`src/rtl/fpu_pkg.sv`:
```
// Shared types and constants for the float issue scoreboard.
// Latency constants give the forwarding distance of each float op class.
package fpu_pkg;

  localparam int NREG    = 32;
  localparam int REG_W   = $clog2(NREG);
  localparam int CNT_W   = 3;
  localparam int MAX_LAT = 6;
  localparam int PERF_W  = 32;

  typedef logic [REG_W-1:0] reg_idx_t;
  typedef logic [CNT_W-1:0] lat_t;

  localparam lat_t LAT_MOVE = lat_t'(0);
  localparam lat_t LAT_ADSB = lat_t'(1);
  localparam lat_t LAT_MULT = lat_t'(2);
  localparam lat_t LAT_FMAD = lat_t'(4);

  // Action applied to one countdown entry in a given cycle, highest priority first.
  typedef enum logic [1:0] {
    CNT_CLEAR = 2'd0,
    CNT_LOAD  = 2'd1,
    CNT_DEC   = 2'd2,
    CNT_HOLD  = 2'd3
  } cnt_op_t;

  function automatic lat_t clamp_lat(input lat_t lat, input int max_lat);
    return (int'(lat) > max_lat) ? lat_t'(max_lat) : lat;
  endfunction

endpackage

```
`src/rtl/fpu_issue_scoreboard_if.sv`:
```
// Issue-stage handshake between the float decoder and the scoreboard.
// The decoder is the master; the scoreboard answers with stall/fire.
interface fpu_issue_scoreboard_if;
  import fpu_pkg::*;

  logic     issue_valid;
  logic     issue_legl;
  reg_idx_t rs1;
  reg_idx_t rs2;
  reg_idx_t rs3;
  logic     use_rs1;
  logic     use_rs2;
  logic     use_rs3;
  reg_idx_t rd;
  logic     rd_we;
  lat_t     lat;
  logic     flush;
  logic     issue_stall;
  logic     issue_fire;

  modport master (
    output issue_valid, issue_legl, rs1, rs2, rs3,
           use_rs1, use_rs2, use_rs3, rd, rd_we, lat, flush,
    input  issue_stall, issue_fire
  );

  modport slave (
    input  issue_valid, issue_legl, rs1, rs2, rs3,
           use_rs1, use_rs2, use_rs3, rd, rd_we, lat, flush,
    output issue_stall, issue_fire
  );

endinterface

```
`src/rtl/fpu_sb_counter.sv`:
```
// One scoreboard entry: a saturating-at-zero down-counter with load and clear.
// Clear beats load, load beats the per-cycle decrement.
module fpu_sb_counter
  import fpu_pkg::*;
#(
  parameter int CNT_W = fpu_pkg::CNT_W
) (
  input  logic             clk,
  input  logic             rstn,
  input  logic             clear,
  input  logic             load,
  input  logic [CNT_W-1:0] load_val,
  output logic [CNT_W-1:0] cnt,
  output logic             busy
);

  cnt_op_t op;

  always_comb begin
    op = CNT_HOLD;
    if (clear)
      op = CNT_CLEAR;
    else if (load)
      op = CNT_LOAD;
    else if (cnt != '0)
      op = CNT_DEC;
  end

  always_ff @(posedge clk) begin
    if (!rstn) begin
      cnt <= '0;
    end else begin
      unique case (op)
        CNT_CLEAR: cnt <= '0;
        CNT_LOAD:  cnt <= load_val;
        CNT_DEC:   cnt <= cnt - 1'b1;
        default:   cnt <= cnt;
      endcase
    end
  end

  assign busy = (cnt != '0);

endmodule

```
`src/rtl/fpu_issue_scoreboard.sv`:
```
// Table-based issue scoreboard for the float pipe: one countdown per register,
// stalls readers of pending registers, supports flush and a stall-cycle counter.
module fpu_issue_scoreboard
  import fpu_pkg::*;
#(
  parameter int NREG    = fpu_pkg::NREG,
  parameter int CNT_W   = fpu_pkg::CNT_W,
  parameter int MAX_LAT = fpu_pkg::MAX_LAT,
  parameter int PERF_W  = fpu_pkg::PERF_W
) (
  input  logic                  clk,
  input  logic                  rstn,
  fpu_issue_scoreboard_if.slave sb,
  output logic [NREG-1:0]       pending_mask,
  output logic [PERF_W-1:0]     stall_cycles
);

  logic [CNT_W-1:0] cnt [NREG];
  logic [NREG-1:0]  busy;
  logic [CNT_W-1:0] lat_clamped;
  logic             hazard;
  logic             alloc;

  assign lat_clamped = CNT_W'(clamp_lat(sb.lat, MAX_LAT));

  // Sources are checked against the table as it stands before this cycle's
  // allocation, so an op naming its own destination as a source never self-stalls.
  assign hazard = (sb.use_rs1 & busy[sb.rs1]) |
                  (sb.use_rs2 & busy[sb.rs2]) |
                  (sb.use_rs3 & busy[sb.rs3]);

  assign sb.issue_stall = sb.issue_valid & sb.issue_legl & hazard;
  assign sb.issue_fire  = sb.issue_valid & sb.issue_legl & ~sb.issue_stall & ~sb.flush;
  assign alloc          = sb.issue_fire & sb.rd_we;

  for (genvar g = 0; g < NREG; g++) begin : g_entry
    fpu_sb_counter #(
      .CNT_W (CNT_W)
    ) u_cnt (
      .clk      (clk),
      .rstn     (rstn),
      .clear    (sb.flush),
      .load     (alloc && (sb.rd == reg_idx_t'(g))),
      .load_val (lat_clamped),
      .cnt      (cnt[g]),
      .busy     (busy[g])
    );
  end

  assign pending_mask = busy;

  always_ff @(posedge clk) begin
    if (!rstn)
      stall_cycles <= '0;
    else if (sb.issue_stall && (stall_cycles != '1))
      stall_cycles <= stall_cycles + 1'b1;
  end

endmodule

```
`src/flat_wrapper.sv`:
```
// flat-port wrapper written by rule: the top's interface ports become plain ports
module fpu_issue_scoreboard_flat import fpu_pkg::*;
#(
  parameter int NREG    = fpu_pkg::NREG,
  parameter int CNT_W   = fpu_pkg::CNT_W,
  parameter int MAX_LAT = fpu_pkg::MAX_LAT,
  parameter int PERF_W  = fpu_pkg::PERF_W
)
  (clk, rstn, pending_mask, stall_cycles, sb_issue_valid, sb_issue_legl, sb_rs1, sb_rs2, sb_rs3, sb_use_rs1, sb_use_rs2, sb_use_rs3, sb_rd, sb_rd_we, sb_lat, sb_flush, sb_issue_stall, sb_issue_fire);
  fpu_issue_scoreboard_if sb_i ();
  input  logic clk;
  input  logic rstn;
  output logic [NREG-1:0] pending_mask;
  output logic [PERF_W-1:0] stall_cycles;
  input wire logic [$bits(sb_i.issue_valid)-1:0] sb_issue_valid;
  input wire logic [$bits(sb_i.issue_legl)-1:0] sb_issue_legl;
  input wire logic [$bits(sb_i.rs1)-1:0] sb_rs1;
  input wire logic [$bits(sb_i.rs2)-1:0] sb_rs2;
  input wire logic [$bits(sb_i.rs3)-1:0] sb_rs3;
  input wire logic [$bits(sb_i.use_rs1)-1:0] sb_use_rs1;
  input wire logic [$bits(sb_i.use_rs2)-1:0] sb_use_rs2;
  input wire logic [$bits(sb_i.use_rs3)-1:0] sb_use_rs3;
  input wire logic [$bits(sb_i.rd)-1:0] sb_rd;
  input wire logic [$bits(sb_i.rd_we)-1:0] sb_rd_we;
  input wire logic [$bits(sb_i.lat)-1:0] sb_lat;
  input wire logic [$bits(sb_i.flush)-1:0] sb_flush;
  output wire logic [$bits(sb_i.issue_stall)-1:0] sb_issue_stall;
  output wire logic [$bits(sb_i.issue_fire)-1:0] sb_issue_fire;
  assign sb_i.issue_valid = sb_issue_valid;
  assign sb_i.issue_legl = sb_issue_legl;
  assign sb_i.rs1 = sb_rs1;
  assign sb_i.rs2 = sb_rs2;
  assign sb_i.rs3 = sb_rs3;
  assign sb_i.use_rs1 = sb_use_rs1;
  assign sb_i.use_rs2 = sb_use_rs2;
  assign sb_i.use_rs3 = sb_use_rs3;
  assign sb_i.rd = sb_rd;
  assign sb_i.rd_we = sb_rd_we;
  assign sb_i.lat = sb_lat;
  assign sb_i.flush = sb_flush;
  assign sb_issue_stall = sb_i.issue_stall;
  assign sb_issue_fire = sb_i.issue_fire;
  fpu_issue_scoreboard #(.NREG(NREG), .CNT_W(CNT_W), .MAX_LAT(MAX_LAT), .PERF_W(PERF_W)) u_core (.clk(clk), .rstn(rstn), .sb(sb_i), .pending_mask(pending_mask), .stall_cycles(stall_cycles));
endmodule
```
`config.mk`:
```
export PLATFORM = sky130hd
export DESIGN_NAME = fpu_issue_scoreboard_flat
export DESIGN_NICKNAME = d
export VERILOG_FILES = /design/src/rtl/fpu_pkg.sv /design/src/rtl/fpu_issue_scoreboard_if.sv /design/src/rtl/fpu_sb_counter.sv /design/src/rtl/fpu_issue_scoreboard.sv /design/src/flat_wrapper.sv
export SDC_FILE = /design/constraint.sdc
export NUM_CORES = 1
export LEC_CHECK = 0
export BUFFER_PORTS_ARGS = -buffer_cell sky130_fd_sc_hd__buf_2
export CELL_PAD_IN_SITES_DETAIL_PLACEMENT = 2
export CELL_PAD_IN_SITES_GLOBAL_PLACEMENT = 2
export CORE_ASPECT_RATIO = 0.5
export CORE_MARGIN = 3
export CORE_UTILIZATION = 33
export DETAILED_ROUTE_END_ITERATION = 8
export PLACE_DENSITY_LB_ADDON = 0.1
export SKIP_LAST_GASP = 1
export SLEW_MARGIN = 20
export SYNTH_ARGS = -nofsm -noshare
export SYNTH_HDL_FRONTEND = slang
export SYNTH_SLANG_ARGS = --single-unit
export TNS_END_PERCENT = 50
```
`constraint.sdc`:
```
create_clock -name clk -period 3.78 [get_ports clk]
set_clock_uncertainty 0.2 [all_clocks]
set_input_delay 0 -clock clk [delete_from_list [all_inputs] [get_ports clk]]
set_output_delay 0 -clock clk [all_outputs]
set_load 0.02 [all_outputs]
```
Word level (Yosys, flattened, before mapping)

Cells that the tools add are included.

Output and inout port bits: 66
Register bits: 128

Add/sub/neg operators: 33
$lt $le $gt $ge: 4
Reduce and logical (&&, ||, !) cells: 130
Eq/ne operators: 96
Multiplexer cells: 135
Bitwise logic cells: 12

Operators with widths:

| operator                                                                      | number |
|---|---|
| 3-bit one-hot mux with 3 select lines                                         | 32 |
| 3-bit nonzero test                                                            | 64 |
| 2-bit two-way mux                                                             | 64 |
| 3-bit by 1-bit subtractor with 3-bit output (second input constant)           | 32 |
| 5-bit equality test (second input constant)                                   | 16 |
| 2-bit by 1-bit equality test with 1-bit output (second input constant)        | 32 |
| 2-bit equality test (second input constant)                                   | 32 |
| 2-bit zero test                                                               | 32 |
| 5-bit by 4-bit equality test with 1-bit output (second input constant)        | 8 |
| 1-bit two-way mux                                                             | 35 |
| 1-bit logical AND                                                             | 33 |
| 32-bit by 1-bit adder with 32-bit output (second input constant)              | 1 |
| 32-bit != test (second input constant)                                        | 1 |
| 5-bit by 3-bit equality test with 1-bit output (second input constant)        | 4 |
| 5-bit by 6-bit less-than comparator with 1-bit output (second input constant) | 3 |
| 1-bit binary-select mux with 5-bit select                                     | 3 |
| 5-bit by 2-bit equality test with 1-bit output (second input constant)        | 2 |
| 1-bit AND                                                                     | 8 |
| 5-bit by 1-bit equality test with 1-bit output (second input constant)        | 1 |
| 5-bit zero test                                                               | 1 |
| 3-bit greater-than comparator (second input constant)                         | 1 |
| 3-bit two-way mux                                                             | 1 |
| 1-bit NOT                                                                     | 2 |
| 1-bit OR                                                                      | 2 |

Depth between registers and ports, before layout

Depth in word-level cells: 16
Gate-level depth with buffers: 18
Mapped depth without buffers: 16

By module

A second synthesis with hierarchy kept.

Cell total of the unflattened synthesis: 1036
Area total of the unflattened synthesis: 9437.8 sq um

Modules (own cells, without submodules):

| module               | cells an instance | instances | seq. area each (sq um) | area each (sq um) |
|---|---|---|---|---|
| fpu_sb_counter       | 22                | 32        | 60.1                   | 206.4 |
| fpu_issue_scoreboard | 332               | 1         | 640.6                  | 2831.5 |

Worst setup path before layout

Ideal clock, no wire load.

Kind: register to register
Start point: register u_core.g_entry[3].u_cnt.cnt[0]
End point: register u_core.g_entry[4].u_cnt.cnt[0]
Slack: 0.010 ns
Data arrival time: 3.442 ns
Data required time: 3.452 ns
Stages on the path, launching flop included: 18
Period minus slack after synthesis: 3.770 ns
Cell sequence: dfxtp_1 -> inv_1 -> ha_1 -> nor2b_1 -> inv_1 -> mux4_2 -> mux2i_1 -> a2111oi_0 -> a311o_2 -> nor4_4 -> nand2_2 -> buf_6 -> o32a_1 -> ha_1 -> a22oi_1 -> nor3_1 -> a21oi_1 -> nor2_1

Longest elaborated chain between the ends: 16

RTL lines:

| element                                                                     | line                                                   | RTL |
|---|---|---|
| start, declared                                                             | fpu_sb_counter.sv:13                                   | `output logic [CNT_W-1:0] cnt,` |
| start signal, assigned                                                      | fpu_sb_counter.sv:35                                   | `CNT_LOAD: cnt <= load_val;` |
| start signal, assigned                                                      | fpu_sb_counter.sv:36                                   | `CNT_DEC: cnt <= cnt - 1'b1;` |
| start signal, assigned                                                      | fpu_sb_counter.sv:37                                   | `default: cnt <= cnt;` |
| 3-bit nonzero test *                                                        | fpu_sb_counter.sv:42                                   | `assign busy = (cnt != '0);` |
| named net u_core.g_entry[3].u_cnt.busy                                      | fpu_sb_counter.sv:14                                   | `output logic busy` |
| 1-bit binary-select mux with 5-bit select (on tied branches)                | fpu_issue_scoreboard.sv:28, fpu_issue_scoreboard.sv:29 |  |
| 1-bit two-way mux (on tied branches)                                        | fpu_issue_scoreboard.sv:28, fpu_issue_scoreboard.sv:29 |  |
| 1-bit AND (on tied branches)                                                | fpu_issue_scoreboard.sv:28, fpu_issue_scoreboard.sv:29 |  |
| 1-bit OR                                                                    | fpu_issue_scoreboard.sv:28                             | `assign hazard = (sb.use_rs1 & busy[sb.rs1]) \|` |
| 1-bit OR *                                                                  | fpu_issue_scoreboard.sv:29                             | `(sb.use_rs2 & busy[sb.rs2]) \|` |
| 1-bit AND *                                                                 | fpu_issue_scoreboard.sv:32                             | `assign sb.issue_stall = sb.issue_valid & sb.issue_legl & hazard;` |
| 1-bit NOT *                                                                 | fpu_issue_scoreboard.sv:33                             | `assign sb.issue_fire = sb.issue_valid & sb.issue_legl & ~sb.issue_stall & ~sb.flush;` |
| 1-bit AND * (2 in a row)                                                    | fpu_issue_scoreboard.sv:33                             |  |
| named net sb_issue_fire                                                     | flat_wrapper.sv:28                                     | `output wire logic [$bits(sb_i.issue_fire)-1:0] sb_issue_fire;` |
| 1-bit AND *                                                                 | fpu_issue_scoreboard.sv:34                             | `assign alloc = sb.issue_fire & sb.rd_we;` |
| 1-bit logical AND *                                                         | fpu_issue_scoreboard.sv:43                             | `.load (alloc && (sb.rd == reg_idx_t'(g))),` |
| 2-bit two-way mux *                                                         | fpu_sb_counter.sv:23                                   | `else if (load)` |
| 2-bit two-way mux *                                                         | fpu_sb_counter.sv:21                                   | `if (clear)` |
| 2-bit equality test, or another cell as far along                           | fpu_sb_counter.sv:33                                   | `unique case (op)` |
| 3-bit one-hot mux with 3 select lines or 3-bit nonzero test (tied branches) | -                                                      |  |
| end signal, assigned                                                        | fpu_sb_counter.sv:35                                   |  |
| end signal, assigned                                                        | fpu_sb_counter.sv:36                                   |  |
| end signal, assigned                                                        | fpu_sb_counter.sv:37                                   |  |
| end, declared                                                               | fpu_sb_counter.sv:13                                   |  |

Mark *: on every way through the listed nets, which the timed path passes. The rest lies on a longest branch. The select of a mux whose other input is x is not followed.
A chain may end at the register's enable or synchronous reset.

Worst setup path in the final report

Start point: register u_core.g_entry[3].u_cnt.cnt[0]
End point: register u_core.g_entry[19].u_cnt.cnt[2]

Longest elaborated chain between the ends: 16

RTL lines:

| element                                                                     | line |
|---|---|
| 3-bit nonzero test *                                                        | fpu_sb_counter.sv:42 |
| 1-bit binary-select mux with 5-bit select (on tied branches)                | fpu_issue_scoreboard.sv:28, fpu_issue_scoreboard.sv:29 |
| 1-bit two-way mux (on tied branches)                                        | fpu_issue_scoreboard.sv:28, fpu_issue_scoreboard.sv:29 |
| 1-bit AND (on tied branches)                                                | fpu_issue_scoreboard.sv:28, fpu_issue_scoreboard.sv:29 |
| 1-bit OR                                                                    | fpu_issue_scoreboard.sv:28 |
| 1-bit OR *                                                                  | fpu_issue_scoreboard.sv:29 |
| 1-bit AND *                                                                 | fpu_issue_scoreboard.sv:32 |
| 1-bit NOT *                                                                 | fpu_issue_scoreboard.sv:33 |
| 1-bit AND * (2 in a row)                                                    | fpu_issue_scoreboard.sv:33 |
| 1-bit AND *                                                                 | fpu_issue_scoreboard.sv:34 |
| 1-bit logical AND *                                                         | fpu_issue_scoreboard.sv:43 |
| 2-bit two-way mux *                                                         | fpu_sb_counter.sv:23 |
| 2-bit two-way mux *                                                         | fpu_sb_counter.sv:21 |
| 2-bit equality test, or another cell as far along                           | fpu_sb_counter.sv:33 |
| 3-bit one-hot mux with 3 select lines or 3-bit nonzero test (tied branches) | - |
| end signal, assigned                                                        | fpu_sb_counter.sv:35 |
| end signal, assigned                                                        | fpu_sb_counter.sv:36 |
| end signal, assigned                                                        | fpu_sb_counter.sv:37 |
| end, declared                                                               | fpu_sb_counter.sv:13 |

Every way passes the cells marked *; elsewhere a longest branch is shown, timed or not. The select of a mux whose other input is x is not followed.

==> reports/results.ini <==
[detailed_routing]
drc = 0
viasPerCell = 5.73
dr.first_iter.drc_count = 640
wl_per_cell_microns = 24.7
ant_nets = 0
routed_wl_mm = 49.8
drt_pass1_iterations = 5
dr_total_vias = 11548

[final_layout]
stdcell_area_sq_um = 15400
drive_above_1_share_pct = 41.0
final_common_cell = buf_4
fin_cells = 2014
layout.nets = 1760
final_cell_mix = 151 x buf_4, 131 x a21oi_1, 129 x nor2_1, 120 x dfxtp_1, 96 x buf_2
synthToLayoutAreaGrowth_pct = 39.8
fillers = 3435

[worst_setup_path]
crit_fanout = 5
end_kind = flop
rr_startpoint = u_core.g_entry[3].u_cnt.cnt[0]
worstPathCellList = inv_2, ha_4, nor2b_4, inv_2, mux4_2, mux2i_1, a2111oi_2, a311o_2, nor4_4, buf_4, and2_4, buf_12, a21oi_4, ha_4, a22oi_2, nor3_2, a21oi_1, nor2_1
reg2reg_depth = 18
r2r_end = u_core.g_entry[19].u_cnt.cnt[2]
crit_arrival_ns = 4.20
slowest_stage = mux4_2
cpPeakStageDelay_ns = 0.49
worstSetupPathType = reg2reg
cp-start-kind = flop
worstPathRequired_ns = 3.92
rrSetupSlack_ns = -0.28

[placed_design]
post-place-ws_ns = -0.334
dp_hpwl_mm = 31.5
io_buffers = 97
dpl-instance-area_sq_um = 12800
place_congestion = 0.949
numPlacedInstances = 1962

[synth]
netlist_instances = 1380
avgSynthCellArea_sq_um = 8.01
ys_ff_latch = 128
ys.flop_type = dfxtp_1
synth_warnings = 0
seq_area_frac_synth_pct = 23.2
syn_nets = 1573
netlist_area_sq_um = 11100
async_flop_share_pct = 0
synth-edff-count = 0
ys_types = 56

[power_and_ir_drop]
p_total_mw = 6.01
leakage_nw = 6.08
vdd_drop_max_v = 0.000361
p_per_area_nw_per_um2 = 389

[floorplan]
die_w_microns = 265
core_sq_um = 32300
io_pins = 98
fp.dieH_microns = 135
initial_core_util_pct = 34.2
die_area_sq_um = 35900
rows = 46

[grt]
grt_usage_pct = 24.8
grt_max_degree = 68
antenna_found_initial = 1
grt_pass1_wl_mm = 69.6
grt.overflow.total = 0
grt_pass1_vias = 12430

[timing]
rsz0062_at_grt = true
whs_ns = 0.0791
worstMarginPinSlew_ns = 1.32
finalCriticalPeriod_ns = 4.06
period_share_pct = 107
final_max_slew_viol_count = 0
fmax_ghz = 0.246
setup_ws_ns = -0.283
setup_viol = 96
slew_headroom_pct = 11.0
hold_violations = 0

[clock_tree]
cts-root-buf = clkbuf_16
cts_tree = yes
cts_buffers = 17
cts_sinks = 128
clockBufferDepth = 2
clock_latency_ns = 0.46
path_clk_slew_ns = 0.07
h-tree-depth = 4

[run_status]
status = finished with violations
violations = setup timing

[worst_hold_path]
hp-start = sb_issue_legl
hold_end = u_core.stall_cycles[24]
whs_path_depth = 5
min_path_type = in2reg

[flow_run]
drv_cap = 0

[worst max path at each step]
stage                                    start                               to
6_report        u_core.g_entry[3].u_cnt.cnt[0]  u_core.g_entry[19].u_cnt.cnt[2]
5_1_grt         u_core.g_entry[3].u_cnt.cnt[0]  u_core.g_entry[18].u_cnt.cnt[2]
4_1_cts        u_core.g_entry[24].u_cnt.cnt[1]  u_core.g_entry[10].u_cnt.cnt[2]
3_5_place_dp    u_core.g_entry[3].u_cnt.cnt[1]  u_core.g_entry[25].u_cnt.cnt[0]
3_3_place_gp    u_core.g_entry[3].u_cnt.cnt[0]  u_core.g_entry[24].u_cnt.cnt[0]
2_1_floorplan   u_core.g_entry[3].u_cnt.cnt[0]   u_core.g_entry[4].u_cnt.cnt[0]
[state kept, by name, indices dropped and copies added, names as in the netlist]
register / cells
u_core.stall_cycles: 32
u_core.g_entry.u_cnt.cnt: 96
[routing by layer]
layer / up-vias / share of wire, % / global-route usage (%)
li1: 5309 / - / -
met1: 5906 / 43 / 29.6
met2: 245 / 51 / 45.4
met3: 88 / 4.1 / 5.37
met4: 0 / 2.6 / 6.51
met5: - / 0 / 0
[report_power, final]
group          switching [mW]  internal (mW)  total (mW)
combinational            1.51           1.15        2.66
clock                   0.771           1.07        1.84
sequential             0.0704           1.44        1.51
[stage by stage]
step                utilization (%)  TNS, ns
floorplan                         -        0
global placement               39.6   -10.47
detailed placement             39.6   -23.79
CTS                            44.0    -6.64
global route                   47.7   -29.37
finish                         47.7   -15.68
[kinds of logic (layout without fill, tap and decap cells)]
group | Yosys count | count (layout) | synth area share (%)
flip-flops | 128 | 128 | 23.2
multiplexers | 35 | 35 | 5.00
AND/OR/NAND/NOR | 434 | 434 | 20.1
other | 0 | 2 | 0
AO/OA/AOI/OAI | 381 | 381 | 22.3
adder cells (fa/ha/maj) | 161 | 161 | 18.2
buffers and inverters | 209 | 409 | 8.65
XOR/XNOR | 32 | 32 | 2.54
[cells in the mapped netlist, types with 2 or more instances]
| cell | number | area (sq um) |
|---|---|---|
| a2111o_1 | 2 | 22.5 |
| a21o_1 | 41 | 308 |
| a21oi_1 | 176 | 881 |
| a22oi_1 | 95 | 713 |
| and2_1 | 5 | 31.3 |
| and3_1 | 4 | 25.0 |
| and4_1 | 2 | 17.5 |
| buf_1 | 3 | 11.3 |
| buf_2 | 17 | 85.1 |
| buf_4 | 34 | 255 |
| buf_6 | 3 | 33.8 |
| clkbuf_1 | 47 | 176 |
| dfxtp_1 | 128 | 2560 |
| ha_1 | 161 | 2010 |
| inv_1 | 104 | 390 |
| mux2_2 | 2 | 22.5 |
| mux2i_1 | 17 | 170 |
| mux4_2 | 16 | 360 |
| nand2_1 | 41 | 154 |
| nand2b_1 | 58 | 363 |
| nand3_1 | 28 | 140 |
| nand3b_1 | 4 | 30.0 |
| nand4_1 | 9 | 56.3 |
| nor2_1 | 131 | 492 |
| nor2b_1 | 4 | 25.0 |
| nor3_1 | 99 | 495 |
| nor3b_1 | 2 | 15.0 |
| nor4_1 | 7 | 43.8 |
| nor4_4 | 2 | 42.5 |
| o2111ai_1 | 4 | 35.0 |
| o21ai_0 | 6 | 30.0 |
| o22ai_1 | 6 | 37.5 |
| o31ai_1 | 17 | 128 |
| o32a_1 | 13 | 130 |
| o32ai_1 | 13 | 114 |
| or2_2 | 5 | 31.3 |
| or3_1 | 6 | 37.5 |
| or3b_2 | 3 | 26.3 |
| or4_1 | 17 | 128 |
| xor2_1 | 32 | 280 |
[cell type report]
cell class,instances,area (sq um),share of cell area (%)
clock buffers,19,443,2.87
well taps,432,541,3.50
multi-input cells,1043,9260,59.9
diodes,2,5.00,0.0324
repair buffers,272,2050,13.3
flip-flops and latches,128,2570,16.7
clock inverters,13,178,1.15
inverters,105,397,2.57
[worst max-delay path: cells and delay by family, from the launching register on]
kind | cells | cell delay (ns)
multiplexers | 2 | 0.68
AO/OA/AOI/OAI | 5 | 0.96
flip-flops | 1 | 0.33
buffers and inverters | 4 | 0.52
adder cells (fa/ha/maj) | 2 | 0.37
AND/OR/NAND/NOR | 5 | 0.87
[what timing repair did]
action,in CTS,in global routing
resized for setup,179,218
setup buffers,8,3
pin swaps,46,83
setup endpoints to repair,96,96
hold buffers,3,0
cloned,2,2
endpoints found under the hold margin,10,0
No activity file was read; power rests on OpenSTA's default activity.
